===== config.mk =====
export PLATFORM = sky130hd
export DESIGN_NAME = bus_frame_comparator
export DESIGN_NICKNAME = d
export VERILOG_FILES = /design/src/rtl/bus_cmp_pkg.sv /design/src/rtl/bus_cmp_fifo.sv /design/src/rtl/bus_frame_comparator.sv
export SDC_FILE = /design/constraint.sdc
export NUM_CORES = 1
export LEC_CHECK = 0
export BUFFER_PORTS_ARGS = -buffer_cell sky130_fd_sc_hd__clkbuf_2
export CORE_MARGIN = 2
export CORE_UTILIZATION = 50
export CTS_CLUSTER_SIZE = 24
export DETAILED_ROUTE_END_ITERATION = 8
export PLACE_DENSITY_LB_ADDON = 0.1
export REMOVE_ABC_BUFFERS = 1
export SLEW_MARGIN = 20
export SYNTH_ARGS = -nofsm -noshare
export SYNTH_HDL_FRONTEND = slang
export SYNTH_HIERARCHICAL = 1
export SYNTH_SLANG_ARGS = --single-unit

===== constraint.sdc =====
create_clock -name clk2 -period 3.61 [get_ports clk2]
set_input_delay 0.361 -clock clk2 [delete_from_list [all_inputs] [get_ports clk2]]
set_output_delay 0.361 -clock clk2 [all_outputs]
set_load 0.03 [all_outputs]

===== src/rtl/bus_cmp_pkg.sv =====
// -----------------------------------------------------------------------------
// bus_cmp_pkg
// Shared definitions for the redundant-bus frame comparator:
//   - default values for DW, FIFO_DEPTH and TIMEOUT
//   - FSM state encoding
//   - bit positions inside the modStatus judgement word
// -----------------------------------------------------------------------------
package bus_cmp_pkg;

  localparam int DEF_DW         = 8;
  localparam int DEF_FIFO_DEPTH = 4;
  localparam int DEF_TIMEOUT    = 16;

  typedef enum logic [1:0] {
    ST_IDLE    = 2'd0,
    ST_WAIT    = 2'd1,
    ST_COMPARE = 2'd2,
    ST_REPORT  = 2'd3
  } cmpState_t;

  // modStatus bit positions
  localparam int MS_NEW       = 0;  // toggles on every report
  localparam int MS_MATCH     = 1;  // frame matched
  localparam int MS_ERROR     = 2;  // frame mismatched or timed out
  localparam int MS_TIMEOUT   = 3;  // reported frame timed out
  localparam int MS_OVERFLOW  = 4;  // sticky FIFO overflow
  localparam int MS_ERRCNT_LO = 5;  // consecutive error count, bits [7:5]
  localparam int MS_ERRCNT_HI = 7;

  localparam logic [2:0] ERRCNT_MAX = 3'd7;

endpackage


===== src/rtl/bus_cmp_fifo.sv =====
// -----------------------------------------------------------------------------
// bus_cmp_fifo
// Synchronous single-clock FIFO with an array-inferred memory and a registered
// read port: a pop loads rdData on the clock edge, so the popped entry is
// visible in the cycle after the pop.
//
// Ports
//   clk2     in   clock, rising edge
//   rst      in   synchronous active-high reset (empties FIFO, clears overflow)
//   flush    in   empties the FIFO (overflow flag is kept)
//   wrEn     in   write strobe
//   wrData   in   W-bit write data
//   rdEn     in   pop strobe (ignored when empty)
//   rdData   out  W-bit registered read data
//   full     out  FIFO holds DEPTH entries
//   empty    out  FIFO holds no entries
//   overflow out  sticky: a write was dropped because the FIFO was full
//
// DEPTH must be a power of two, at least 2, so the pointers wrap naturally.
// -----------------------------------------------------------------------------
module bus_cmp_fifo #(
  parameter int W     = 9,
  parameter int DEPTH = 4
) (
  input  logic         clk2,
  input  logic         rst,
  input  logic         flush,
  input  logic         wrEn,
  input  logic [W-1:0] wrData,
  input  logic         rdEn,
  output logic [W-1:0] rdData,
  output logic         full,
  output logic         empty,
  output logic         overflow
);

  localparam int AW = $clog2(DEPTH);

  logic [W-1:0]  mem [DEPTH];
  logic [AW-1:0] wrPtrReg;
  logic [AW-1:0] rdPtrReg;
  logic [AW:0]   countReg;
  logic          doWr;
  logic          doRd;

  assign full  = (countReg == (AW+1)'(DEPTH));
  assign empty = (countReg == '0);
  assign doRd  = rdEn && !empty;
  // A pop in the same cycle frees a slot, so a full FIFO still accepts.
  assign doWr  = wrEn && (!full || doRd);

  always_ff @(posedge clk2) begin
    if (doWr && !rst && !flush) begin
      mem[wrPtrReg] <= wrData;
    end
  end

  always_ff @(posedge clk2) begin
    if (doRd) begin
      rdData <= mem[rdPtrReg];
    end
  end

  always_ff @(posedge clk2) begin
    if (rst) begin
      wrPtrReg <= '0;
      rdPtrReg <= '0;
      countReg <= '0;
      overflow <= 1'b0;
    end else if (flush) begin
      wrPtrReg <= '0;
      rdPtrReg <= '0;
      countReg <= '0;
    end else begin
      if (doWr) wrPtrReg <= wrPtrReg + 1'b1;
      if (doRd) rdPtrReg <= rdPtrReg + 1'b1;
      countReg <= countReg + (AW+1)'(doWr) - (AW+1)'(doRd);
      if (wrEn && !doWr) overflow <= 1'b1;
    end
  end

endmodule


===== src/rtl/bus_frame_comparator.sv =====
// -----------------------------------------------------------------------------
// bus_frame_comparator
// Compares frames received on two redundant bus channels byte by byte and
// publishes a judgement status word after every frame.
//
// Each channel's bytes (with their last flag) are buffered in a bus_cmp_fifo.
// The FSM (IDLE / WAIT / COMPARE / REPORT) pops both FIFOs together while
// both hold data. Because the FIFO read port is registered, the comparison of
// an entry happens in the cycle after its pop; the frame ends when a compared
// entry carries last=1 on either side, and no further pop is issued in that
// cycle so surplus bytes of the longer frame stay queued for the next frame.
//
// Ports
//   clk2         in   clock, rising edge
//   rst          in   synchronous active-high reset
//   chA_valid    in   byte strobe, channel A
//   chA_data     in   DW-bit byte, channel A
//   chA_last     in   last byte of frame, channel A
//   chB_valid    in   byte strobe, channel B
//   chB_data     in   DW-bit byte, channel B
//   chB_last     in   last byte of frame, channel B
//   compResultEn out  comparison busy (WAIT, COMPARE, REPORT)
//   modStatus    out  {errCnt[2:0], overflow, timeout, error, match, newResult}
//
// Build option: define BUS_FRAME_CMP_TIMEOUT_EN to compile in the lead
// counter. When one channel leads the other for TIMEOUT cycles, both FIFOs
// are flushed and the frame is reported as timed out. Without the macro the
// FSM waits indefinitely for the lagging channel and modStatus[3] reads 0.
// -----------------------------------------------------------------------------
module bus_frame_comparator
  import bus_cmp_pkg::*;
#(
  parameter int DW         = DEF_DW,
  parameter int FIFO_DEPTH = DEF_FIFO_DEPTH,
  parameter int TIMEOUT    = DEF_TIMEOUT
) (
  input  logic          clk2,
  input  logic          rst,
  input  logic          chA_valid,
  input  logic [DW-1:0] chA_data,
  input  logic          chA_last,
  input  logic          chB_valid,
  input  logic [DW-1:0] chB_data,
  input  logic          chB_last,
  output logic          compResultEn,
  output logic [7:0]    modStatus
);

  // Channel-indexed views: index 0 = A, index 1 = B
  logic [1:0]    chValid;
  logic [1:0]    chLast;
  logic [DW-1:0] chData [2];
  logic [DW:0]   rdData [2];
  logic [1:0]    fifoFull;
  logic [1:0]    fifoEmpty;
  logic [1:0]    fifoOvf;

  logic pop;
  logic flush;

  assign chValid   = {chB_valid, chA_valid};
  assign chLast    = {chB_last,  chA_last};
  assign chData[0] = chA_data;
  assign chData[1] = chB_data;

  genvar gi;
  generate
    for (gi = 0; gi < 2; gi++) begin : gChan
      bus_cmp_fifo #(
        .W     (DW + 1),
        .DEPTH (FIFO_DEPTH)
      ) uFifo (
        .clk2     (clk2),
        .rst      (rst),
        .flush    (flush),
        .wrEn     (chValid[gi]),
        .wrData   ({chLast[gi], chData[gi]}),
        .rdEn     (pop),
        .rdData   (rdData[gi]),
        .full     (fifoFull[gi]),
        .empty    (fifoEmpty[gi]),
        .overflow (fifoOvf[gi])
      );
    end
  endgenerate

  // Pops are only issued while both FIFOs hold data and a full FIFO accepts a
  // write that coincides with a pop, so the comparator has no use for full.
  logic unusedFull;
  assign unusedFull = &fifoFull;

  cmpState_t   stateReg, stateNext;
  logic        cmpValidReg;        // rdData holds a freshly popped pair
  logic        mismReg, mismNext;  // frame-mismatch flag
  logic [3:0]  statReg, statNext;  // modStatus[3:0]
  logic [2:0]  errCntReg, errCntNext;

  logic bothAvail;
  logic anyAvail;
  logic frameEnd;
  logic timeoutFire;
  logic reportTimeout;

  assign bothAvail = !fifoEmpty[0] && !fifoEmpty[1];
  assign anyAvail  = !fifoEmpty[0] || !fifoEmpty[1];
  assign frameEnd  = cmpValidReg && (rdData[0][DW] || rdData[1][DW]);

`ifdef BUS_FRAME_CMP_TIMEOUT_EN
  localparam int LW = $clog2(TIMEOUT + 1);

  logic [LW-1:0] leadReg;
  logic          toReg;
  logic          leadInc;

  // The lead counter runs in every WAIT cycle and in COMPARE cycles that
  // stall for lack of data on one channel.
  assign leadInc       = (stateReg == ST_WAIT) ||
                         ((stateReg == ST_COMPARE) && !frameEnd && !bothAvail);
  assign timeoutFire   = leadInc && !bothAvail && (leadReg >= LW'(TIMEOUT - 1));
  assign reportTimeout = toReg;

  always_ff @(posedge clk2) begin
    if (rst || (stateReg == ST_REPORT)) begin
      leadReg <= '0;
      toReg   <= 1'b0;
    end else begin
      if (leadInc && (leadReg < LW'(TIMEOUT))) leadReg <= leadReg + 1'b1;
      if (timeoutFire) toReg <= 1'b1;
    end
  end
`else
  assign timeoutFire   = 1'b0;
  assign reportTimeout = 1'b0;
`endif

  always_comb begin
    stateNext  = stateReg;
    pop        = 1'b0;
    flush      = 1'b0;
    mismNext   = mismReg;
    statNext   = statReg;
    errCntNext = errCntReg;

    case (stateReg)
      ST_IDLE: begin
        if (bothAvail)     stateNext = ST_COMPARE;
        else if (anyAvail) stateNext = ST_WAIT;
      end

      ST_WAIT: begin
        if (bothAvail) stateNext = ST_COMPARE;
      end

      ST_COMPARE: begin
        if (cmpValidReg && (rdData[0] != rdData[1])) mismNext = 1'b1;
        if (frameEnd)       stateNext = ST_REPORT;
        else if (bothAvail) pop = 1'b1;
      end

      ST_REPORT: begin
        statNext[MS_NEW]     = ~statReg[MS_NEW];
        statNext[MS_MATCH]   = ~mismReg;
        statNext[MS_ERROR]   = mismReg;
        statNext[MS_TIMEOUT] = reportTimeout;
        if (!mismReg)                     errCntNext = 3'd0;
        else if (errCntReg != ERRCNT_MAX) errCntNext = errCntReg + 3'd1;
        mismNext  = 1'b0;
        stateNext = ST_IDLE;
      end

      default: stateNext = ST_IDLE;
    endcase

    // A timed-out frame counts as a mismatch and discards everything queued.
    if (timeoutFire) begin
      flush     = 1'b1;
      mismNext  = 1'b1;
      stateNext = ST_REPORT;
    end
  end

  always_ff @(posedge clk2) begin
    if (rst) begin
      stateReg    <= ST_IDLE;
      cmpValidReg <= 1'b0;
      mismReg     <= 1'b0;
      statReg     <= '0;
      errCntReg   <= '0;
    end else begin
      stateReg    <= stateNext;
      cmpValidReg <= pop;
      mismReg     <= mismNext;
      statReg     <= statNext;
      errCntReg   <= errCntNext;
    end
  end

  assign compResultEn = (stateReg != ST_IDLE);

  // The overflow bit is a live view of the sticky FIFO flags; the other bits
  // change only when a frame is reported.
  assign modStatus = {errCntReg, (fifoOvf[0] | fifoOvf[1]), statReg};

endmodule


Yosys cells after proc, flatten, opt, wreduce, memory -nomap -nowiden
Memories as Yosys holds them, arrays and structs flattened. A register that Yosys moved wholly into a read port is not among the register bits.
Index checks and enable logic that the tools add are counted.

cells by class
  $add $sub $neg = 9
  equal/unequal tests = 12
  multiplexer cells = 16
  bitwise operators = 3
  reductions and logical operators = 30

operator list
  operator             number
  $logic_and 1x1->1    11
  $ne 9x9->1           1
  $add 2x1->2 const B  4
  $mux 1               8
  $mux 2               4
  $pmux 2 s4           1
  $logic_not 1->1      7
  $add 3x1->3          2
  $eq 3x3->1 const B   2
  $logic_not 3->1      2
  $mux 3               2
  $ne 2x2->1 const B   3
  $ne 3x3->1 const B   2
  $sub 3x1->3          2
  $eq 2x2->1 const B   2
  $logic_or 1x1->1     4
  $reduce_and 2->1     2
  $reduce_bool 2->1    2
  $add 3x1->3 const B  1
  $reduce_and 3->1     1
  $eq 2x1->1 const B   1
  $logic_not 2->1      1
  $ne 2x1->1 const B   1
  $not 1->1            2
  2 further kinds      2

word-level totals
  register bits = 26
  bits in writable memories = 72
  input bits = 22
  output and inout port bits = 9
  logic and storage cells = 85
  memories kept = 2

memory list
  name                words  bits a word  rd ports  clocked after Yosys merged registers in  wr ports  RTL line            RTL
  gChan[0].uFifo.mem  4      9            1         1                                        1         bus_cmp_fifo.sv:39  logic [W-1:0] mem [DEPTH];
  gChan[1].uFifo.mem  4      9            1         1                                        1         bus_cmp_fifo.sv:39

Longest topological paths before layout
Gate-level depths: netlist of the first run.

  word-level depth = 12
  mapped depth = 14
  gate-level depth less buffers = 13

Modules after synthesis
Netlist of the first run, hierarchy kept.

modules (own cells, without submodules)
  module                instances  cells an instance  area each (sq um)  seq. area each (sq um)
  bus_cmp_fifo          2          107                2060.7             1511.4
  bus_frame_comparator  1          83                 685.7              200.2

Least setup slack after synthesis of the first run
No wires, ideal clock.

  path kind = reg2reg
  from = register gChan[1].uFifo.countReg[0]
  to = register gChan[0].uFifo.countReg[1]
  setup time = 0.115 ns
  arrival time = 2.533 ns
  required time = 3.495 ns
  slack = 0.963 ns
  cell stages (with the launch flop) = 10
  buffers on the path = 0
  clock period less this slack = 2.647 ns
  cell sequence = dfxtp_1 nor3_1 or2_4 nor2_1 o31ai_2 or2_1 a21bo_1 ha_1 fa_1 and2_1

between the ends
  cells in the longest elaborated chain, start to end = 11

RTL lines
  element                 RTL line                     RTL
  from (decl)             bus_cmp_fifo.sv:42           logic [AW:0] countReg;
  from (signal assigned)  bus_cmp_fifo.sv:77           countReg <= countReg + (AW+1)'(doWr) - (AW+1)'(doRd);
  $logic_not 3->1 *       bus_cmp_fifo.sv:47           assign empty = (countReg == '0);
  net fifoEmpty[1]        bus_frame_comparator.sv:55   logic [1:0] fifoEmpty;
  $logic_not 1->1 *       bus_frame_comparator.sv:104  assign bothAvail = !fifoEmpty[0] && !fifoEmpty[1];
  $logic_and 1x1->1 *     bus_frame_comparator.sv:104
  $mux 1 *                bus_frame_comparator.sv:157  else if (bothAvail) pop = 1'b1;
  $mux 1 *                bus_frame_comparator.sv:156  if (frameEnd) stateNext = ST_REPORT;
  $mux 1 *                bus_frame_comparator.sv:144  case (stateReg)
  net pop                 bus_frame_comparator.sv:58   logic pop;
  $logic_and 1x1->1 *     bus_cmp_fifo.sv:48           assign doRd = rdEn && !empty;
  $logic_or 1x1->1        bus_cmp_fifo.sv:50           assign doWr = wrEn && (!full || doRd);
  $logic_and 1x1->1       bus_cmp_fifo.sv:50
  $add 3x1->3             bus_cmp_fifo.sv:77
  $sub 3x1->3 *           bus_cmp_fifo.sv:77
  to (signal assigned)    bus_cmp_fifo.sv:77
  to (decl)               bus_cmp_fifo.sv:42

The timed path passes the listed nets; every way through them passes the cells marked *.
A chain may end at the register's enable or synchronous reset.

Worst setup path after layout of the first run
  from = register gChan[1].uFifo.countReg[1]
  to = register gChan[0].uFifo.countReg[1]

Same word-level chain as after synthesis.

==> results of run 1 <==
[cell type report]
type | count | area share (%)
sequential | 116 | 57.2
multi-input combinational | 161 | 26.1
clock buffer | 17 | 7.35
tap | 129 | 2.87
clock inverter | 15 | 2.75
timing repair buffer | 29 | 2.58
inverter | 17 | 1.13
[registers in the layout (all words and copies together), names as in the netlist]
register / flops
errCntReg: 3
statReg: 3
gChan.uFifo/rdData: 18
mismReg: 1
gChan.uFifo/wrPtrReg: 4
cmpValidReg: 1
gChan.uFifo/countReg: 6
gChan.uFifo/overflow: 2
gChan.uFifo/rdPtrReg: 4
gChan.uFifo/mem: 72
stateReg: 2
[worst min path at each step]
stage,to,slack [ns],cells past startpoint
4_1_cts,gChan[1].uFifo/mem[3][5]$_DFFE_PP_,0.05,1
3_5_place_dp,gChan[1].uFifo/overflow$_SDFFE_PP0P_,0.47,2
6_report,gChan[1].uFifo/mem[0][5]$_DFFE_PP_,0.08,1
5_1_grt,gChan[0].uFifo/mem[1][3]$_DFFE_PP_,0.05,1
3_3_place_gp,statReg[2]$_SDFFE_PP0P_,0.46,2
2_1_floorplan,stateReg[1]$_SDFFE_PP0P_,0.43,1
[per-stage QoR]
stage                     power [uW]  util [%]  std cells  setup WS, ns
final                           3290      60.7        484         0.606
after global routing            3440      60.7        484         0.385
after CTS                       3340      60.7        484         0.603
after detailed placement        1740      54.5        452         0.604
after global placement          1730      54.5        452         0.726
after floorplan                 1670         -        294         0.941
[worst reg2reg max path: stages, from the launching register on]
cell                      delay (ns)
sky130_fd_sc_hd__dfxtp_1        0.50
sky130_fd_sc_hd__nor3_1         0.12
sky130_fd_sc_hd__or2_4          0.29
sky130_fd_sc_hd__nor2_1         0.52
sky130_fd_sc_hd__nor4b_4        0.09
sky130_fd_sc_hd__nor2b_1        0.47
sky130_fd_sc_hd__a21bo_1        0.19
sky130_fd_sc_hd__ha_1           0.15
sky130_fd_sc_hd__fa_1           0.42
sky130_fd_sc_hd__and2_1         0.15
[layer usage]
metal | part of all wire (%) | up-vias | routed length [um] | GRT usage, %
li1 | - | 1187 | - | -
met1 | 46 | 1170 | 3540 | 22.0
met2 | 50 | 44 | 3840 | 27.5
met3 | 3.0 | 6 | 234 | 5.20
met4 | 0.82 | 0 | 63 | 7.08
met5 | 0 | - | 0 | 0
[where the power goes]
group	internal (uW)	switching (uW)
registers	1460	19.1
logic	92.8	133
clock network	985	601
==> qor.tcl, run 1 <==
set qor(run_status) {finished clean}
set qor(clk_root_buffer_cell) {sky130_fd_sc_hd__clkbuf_8}
set qor(dieArea_um2) 10400
set qor(numPortBuffers) 29
set qor(die_y_um) 102
set qor(global_route_wire_length_before_repair_um) 13000
set qor(h-tree-depth) 4
set qor(number_of_buffers_on_the_longest_clock_path) 2
set qor(drt-pass1-iter-count) 4
set qor(post-dp-hpwl_um) 5020
set qor(crit-reg2reg-launch) {gChan[1].uFifo/countReg[1]$_SDFF_PP0_}
set qor(timing.critical_path.slowest_stage_cell) {sky130_fd_sc_hd__nor2_1}
set qor(core.rowCount) 35
set qor(stdcell_area_um2) 5630
set qor(vias_after_detailed_routing) 2407
set qor(p_leak_uw) 0.00203
set qor(die_width_um) 102
set qor(power_density_nw_per_um2) 585
set qor(core_area_um2) 9280
set qor(rrSetupSlack_ns) 0.61
set qor(crit_type) {register to register}
set qor(drive_gt1_share_pct) 24.5
set qor(routed_wl_um) 7680
set qor(dp_area_um2) 5060
set qor(regToRegEndpoint) {gChan[0].uFifo/countReg[1]$_SDFF_PP0_}
set qor(worst_hold_startpoint) {chB_data[5]}
set qor(worstPathRequired_ns) 4.01
set qor(slew_headroom_pct) 48.9
set qor(setup_repair_after_global_routing_missed_its_margin) {no}
set qor(fin_skew_ns) 0.00630
set qor(cp_num_cells) 9
set qor(path_delay_family) {simple AND/OR/NAND/NOR gates}
set qor(diodes) 0
set qor(synthCells) 295
set qor(grt_antenna_before_repair) 0
set qor(routability_congestion) 0.746
set qor(cts_made_buffers) 17
set qor(finalSetupViolations) 0
set qor(final-seq-area_um2) 3220
set qor(timing.critical_path.to_type) {register}
set qor(path_cells) {nor3_1 -> or2_4 -> nor2_1 -> nor4b_4 -> nor2b_1 -> a21bo_1 -> ha_1 -> fa_1 -> and2_1}
set qor(fillers) 731
set qor(timing.critical_path.slowest_cell_delay_ns) 0.52
set qor(final_nets) 383
set qor(finalHoldViolCount) 0
set qor(clk_latency_worst_skew_pair_ns) 0.50
set qor(period_minus_slack_ns) 3.00
set qor(cp_data_arrival_time_ns) 3.40
set qor(tritoncts) {yes}
set qor(ant_nets) 0
set qor(start_kind) {register}
set qor(crit_path_max_fanout) 7
set qor(slew_violations) 0
set qor(startpoint) {gChan[1].uFifo/countReg[1]$_SDFF_PP0_}
set qor(cells_resized_by_post_cts_repair) 0
set qor(grt_start_max_net_pins) 21
set qor(mappedNetlistArea_um2) 4790
set qor(warnings_from_yosys) 6
set qor(post_drt_via_cell_ratio) 4.97
set qor(syn_area_per_cell_um2) 16.2
set qor(mostFrequentLayoutCell) {sky130_fd_sc_hd__edfxtp_1}
set qor(cp_num_buf_inv) 0
set qor(starting_utilization_of_the_core_area_pct) 51.6
set qor(hold_slack_ns) 0.0764
set qor(clock.fmax_ghz) 0.333
set qor(path_clk_slew_ns) 0.06
set qor(io_pins) 31
set qor(fin_tns_setup_ns) 0
set qor(hold_path_class) {primary input to register}
set qor(multi_input_area_um2) 1470
set qor(worst_r2r_path_depth) 9
set qor(ir_worst_vdd_mv) 0.306
set qor(worst_setup_ep) {gChan[0].uFifo/countReg[1]$_SDFF_PP0_}
set qor(drt-initial-drc-count) 124
set qor(post-route-period-util_pct) 83.2
set qor(area_growth_syn_to_layout_pct) 17.5
set qor(postCtsSetupRepairBufs) 0
set qor(mostFrequentLayoutCells) {90 x sky130_fd_sc_hd__edfxtp_1, 29 x sky130_fd_sc_hd__clkbuf_2, 26 x sky130_fd_sc_hd__dfxtp_1}
set qor(first_global_vias) 2538
set qor(cts_sinks) 116
set qor(remaining_drc_errors) 0
set qor(sum_of_overflow_across_all_layers_after_global_routing) 0
set qor(drv_cap) 0
set qor(grtUsageTotal_pct) 17.1
set qor(tightestPinTransition_ns) 0.765
set qor(cts_hold_buffers) 0
set qor(detail_route.wl_per_cell_um) 15.9
(Power assumes the default switching activity.)
==> run 2: changes to the inputs <==
==> constraint.sdc (replaced) <==
create_clock -name clk2 -period 2.85 [get_ports clk2]
set_input_delay 0.285 -clock clk2 [delete_from_list [all_inputs] [get_ports clk2]]
set_output_delay 0.285 -clock clk2 [all_outputs]
set_load 0.03 [all_outputs]
==> run 2 against run 1 <==
Global-route usage down 0.53 points. Critical path depth grew 3. Die area is the same. Hold slack worse by 0.045 ns. Clock skew up 0.0052 ns. Register-to-register slack got worse by 0.44 ns. Core utilization grew 3.0 points.
==> qor.tcl, run 2 (same netlist as run 1, synthesis figures left out) <==
set qor(fin_skew_ns) 0.0115 ;# +0.00516 ns
set qor(core_area_um2) 9280 ;# unchanged
set qor(cts_made_buffers) 17 ;# unchanged
set qor(detail_route.wl_per_cell_um) 15.2 ;# -4.5%
set qor(routability_congestion) 0.755 ;# +1.1%
set qor(routed_wl_um) 7740 ;# +0.83%
set qor(grt_start_max_net_pins) 21 ;# unchanged
set qor(area_growth_syn_to_layout_pct) 23.3
set qor(post_drt_via_cell_ratio) 4.92 ;# -1.2%
set qor(start_kind) {register}
set qor(ir_worst_vdd_mv) 0.513 ;# +68%
set qor(sum_of_overflow_across_all_layers_after_global_routing) 0 ;# unchanged
set qor(diodes) 0 ;# unchanged
set qor(die_width_um) 102 ;# unchanged
set qor(starting_utilization_of_the_core_area_pct) 51.6 ;# unchanged
set qor(first_global_vias) 2541 ;# +0.12%
set qor(post_route_utilization_pct) 63.7 ;# +3.0 points
set qor(max_flop_register) {gChan.uFifo/mem}
set qor(slew_violations) 0 ;# unchanged
set qor(drt-initial-drc-count) 120 ;# -3.2%
set qor(p_leak_uw) 0.00218 ;# +7.2%
set qor(tritoncts) {yes}
set qor(total_power_uw) 4270 ;# +30%
set qor(core.rowCount) 35 ;# unchanged
set qor(die_y_um) 102 ;# unchanged
set qor(period_minus_slack_ns) 2.68 ;# -0.323 ns
set qor(path_cells) {nor3_1 -> or2_4 -> nor2_1 -> buf_4 -> nor4b_4 -> nor2b_1 -> a21bo_1 -> ha_1 -> fa_1 -> xnor2_1 -> xnor2_1 -> nor3_1}
set qor(hold_path_class) {primary input to register}
set qor(max_reg_flops) 72 ;# unchanged
set qor(global_route_wire_length_before_repair_um) 12400 ;# -4.3%
set qor(worstPathRequired_ns) 3.22 ;# -0.79 ns
set qor(power_density_nw_per_um2) 723 ;# +24%
set qor(biggestRegsByFlops) {gChan.uFifo/mem (72), gChan.uFifo/rdData (18), gChan.uFifo/countReg (6)}
set qor(clk_latency_worst_skew_pair_ns) 0.51 ;# about the same
set qor(path_clk_slew_ns) 0.06 ;# about the same
set qor(drt-pass1-iter-count) 6 ;# +2
set qor(vias_after_detailed_routing) 2512 ;# +4.4%
set qor(ant_nets) 0 ;# unchanged
set qor(mostFrequentLayoutCells) {90 x sky130_fd_sc_hd__edfxtp_1, 29 x sky130_fd_sc_hd__clkbuf_2, 26 x sky130_fd_sc_hd__dfxtp_1}
set qor(numPortBuffers) 29 ;# unchanged
set qor(timing.critical_path.slowest_stage_cell) {sky130_fd_sc_hd__dfxtp_1}
set qor(slew_headroom_pct) 49.3 ;# +0.39 points
set qor(cp_data_arrival_time_ns) 3.05 ;# -0.35 ns
set qor(cts_sinks) 116 ;# unchanged
set qor(final_nets) 410 ;# +7.0%
set qor(timing.critical_path.to_type) {register}
set qor(run_status) {finished clean}
set qor(post-route-period-util_pct) 94.1 ;# +11 points
set qor(drive_gt1_share_pct) 25.4 ;# +0.89 points
set qor(io_pins) 31 ;# unchanged
set qor(finalHoldViolCount) 0 ;# unchanged
set qor(post-dp-hpwl_um) 5150 ;# +2.6%
set qor(fin_tns_setup_ns) 0 ;# unchanged
set qor(crit_path_max_fanout) 6 ;# -1
set qor(crit_type) {register to register}
set qor(finalSetupViolations) 0 ;# unchanged
set qor(clock.fmax_ghz) 0.373 ;# +12%
set qor(fillers) 702 ;# -4.0%
set qor(timing.critical_path.slowest_cell_delay_ns) 0.38 ;# -0.14 ns
set qor(h-tree-depth) 4 ;# unchanged
set qor(mostFrequentLayoutCell) {sky130_fd_sc_hd__edfxtp_1}
set qor(grtUsageTotal_pct) 16.6 ;# -0.53 points
set qor(number_of_buffers_on_the_longest_clock_path) 2 ;# unchanged
set qor(tightestPinTransition_ns) 0.759 ;# -0.00589 ns
set qor(remaining_drc_errors) 0 ;# unchanged
set qor(drv_cap) 0 ;# unchanged
set qor(dieArea_um2) 10400 ;# unchanged
set qor(grt_antenna_before_repair) 0 ;# unchanged
set qor(clk_root_buffer_cell) {sky130_fd_sc_hd__clkbuf_8}
-- run 2: timing repair --
| action | 4_1_cts | 5_1_grt |
|---|---|---|
| endpoints found under the setup margin | 0 | 2 |
| resized for setup | 0 | 2 |
| setup buffers | 0 | 1 |
| hold endpoints to repair | 62 | 1 |
| hold buffers | 16 | 1 |
-- run 2: worst paths after layout --
check	startpoint	endpoint	slack (ns)	depth (start not counted)
setup reg to reg	gChan[1].uFifo/countReg[0]$_SDFF_PP0_	gChan[0].uFifo/countReg[2]$_SDFF_PP0_	0.17	12
setup / recovery	gChan[1].uFifo/countReg[0]$_SDFF_PP0_	gChan[0].uFifo/countReg[2]$_SDFF_PP0_	0.17	12
hold reg to reg	gChan[0].uFifo/overflow$_SDFFE_PP0P_	gChan[0].uFifo/overflow$_SDFFE_PP0P_	0.46	2
hold / removal	chB_data[3]	gChan[1].uFifo/mem[2][3]$_DFFE_PP_	0.03	1
-- run 2: critical path, delay by kind of cell, from the launching register on --
kind                       cells  cell delay (ns)
and+or+nand+nor                6             0.92
adders and majority gates      2             0.55
DFF                            1             0.38
buffers and inverters          1             0.16
AOI/OAI and AO/OA              1             0.20
xor gates and xnor gates       2             0.32
-- run 2: per-stage QoR --
step / setup slack (ns) / std cells / area (um^2) / hold WS (ns)
6_report: 0.169 / 511 / 5910 / 0.0313
5_1_grt: -0.0117 / 511 / 5910 / 0.00265
4_1_cts: 0.131 / 509 / 5880 / 0.000665
3_5_place_dp: 0.146 / 461 / 5130 / 0.460
3_3_place_gp: 0.209 / 461 / 5130 / 0.458
2_1_floorplan: 0.181 / 294 / 4760 / 0.350
-- run 2: routing by layer --
metal / part of all wire, % / wire, um / global-route usage, % / vias up
li1: - / - / - / 1243
met1: 46 / 3540 / 19.9 / 1215
met2: 50 / 3840 / 28.3 / 44
met5: 0 / 0 / 0 / -
met3: 3.2 / 250 / 4.72 / 10
met4: 1.3 / 103 / 7.08 / 0
-- run 2: power breakdown --
group | total (uW) | internal (uW) | switching [uW]
logic | 314 | 141 | 173
clock network | 2080 | 1330 | 748
registers | 1880 | 1850 | 23.3
total | 4270 | 3330 | 945
-- run 2: layout make-up --
class | count | area, um^2 | area share (%)
Clock buffer | 17 | 414 | 7.01
Inverter | 17 | 63.8 | 1.08
Sequential cell | 116 | 3220 | 54.5
Tap cell | 129 | 161 | 2.73
Timing Repair Buffer | 56 | 390 | 6.60
Clock inverter | 15 | 178 | 3.01
Multi-Input combinational cell | 161 | 1480 | 25.0
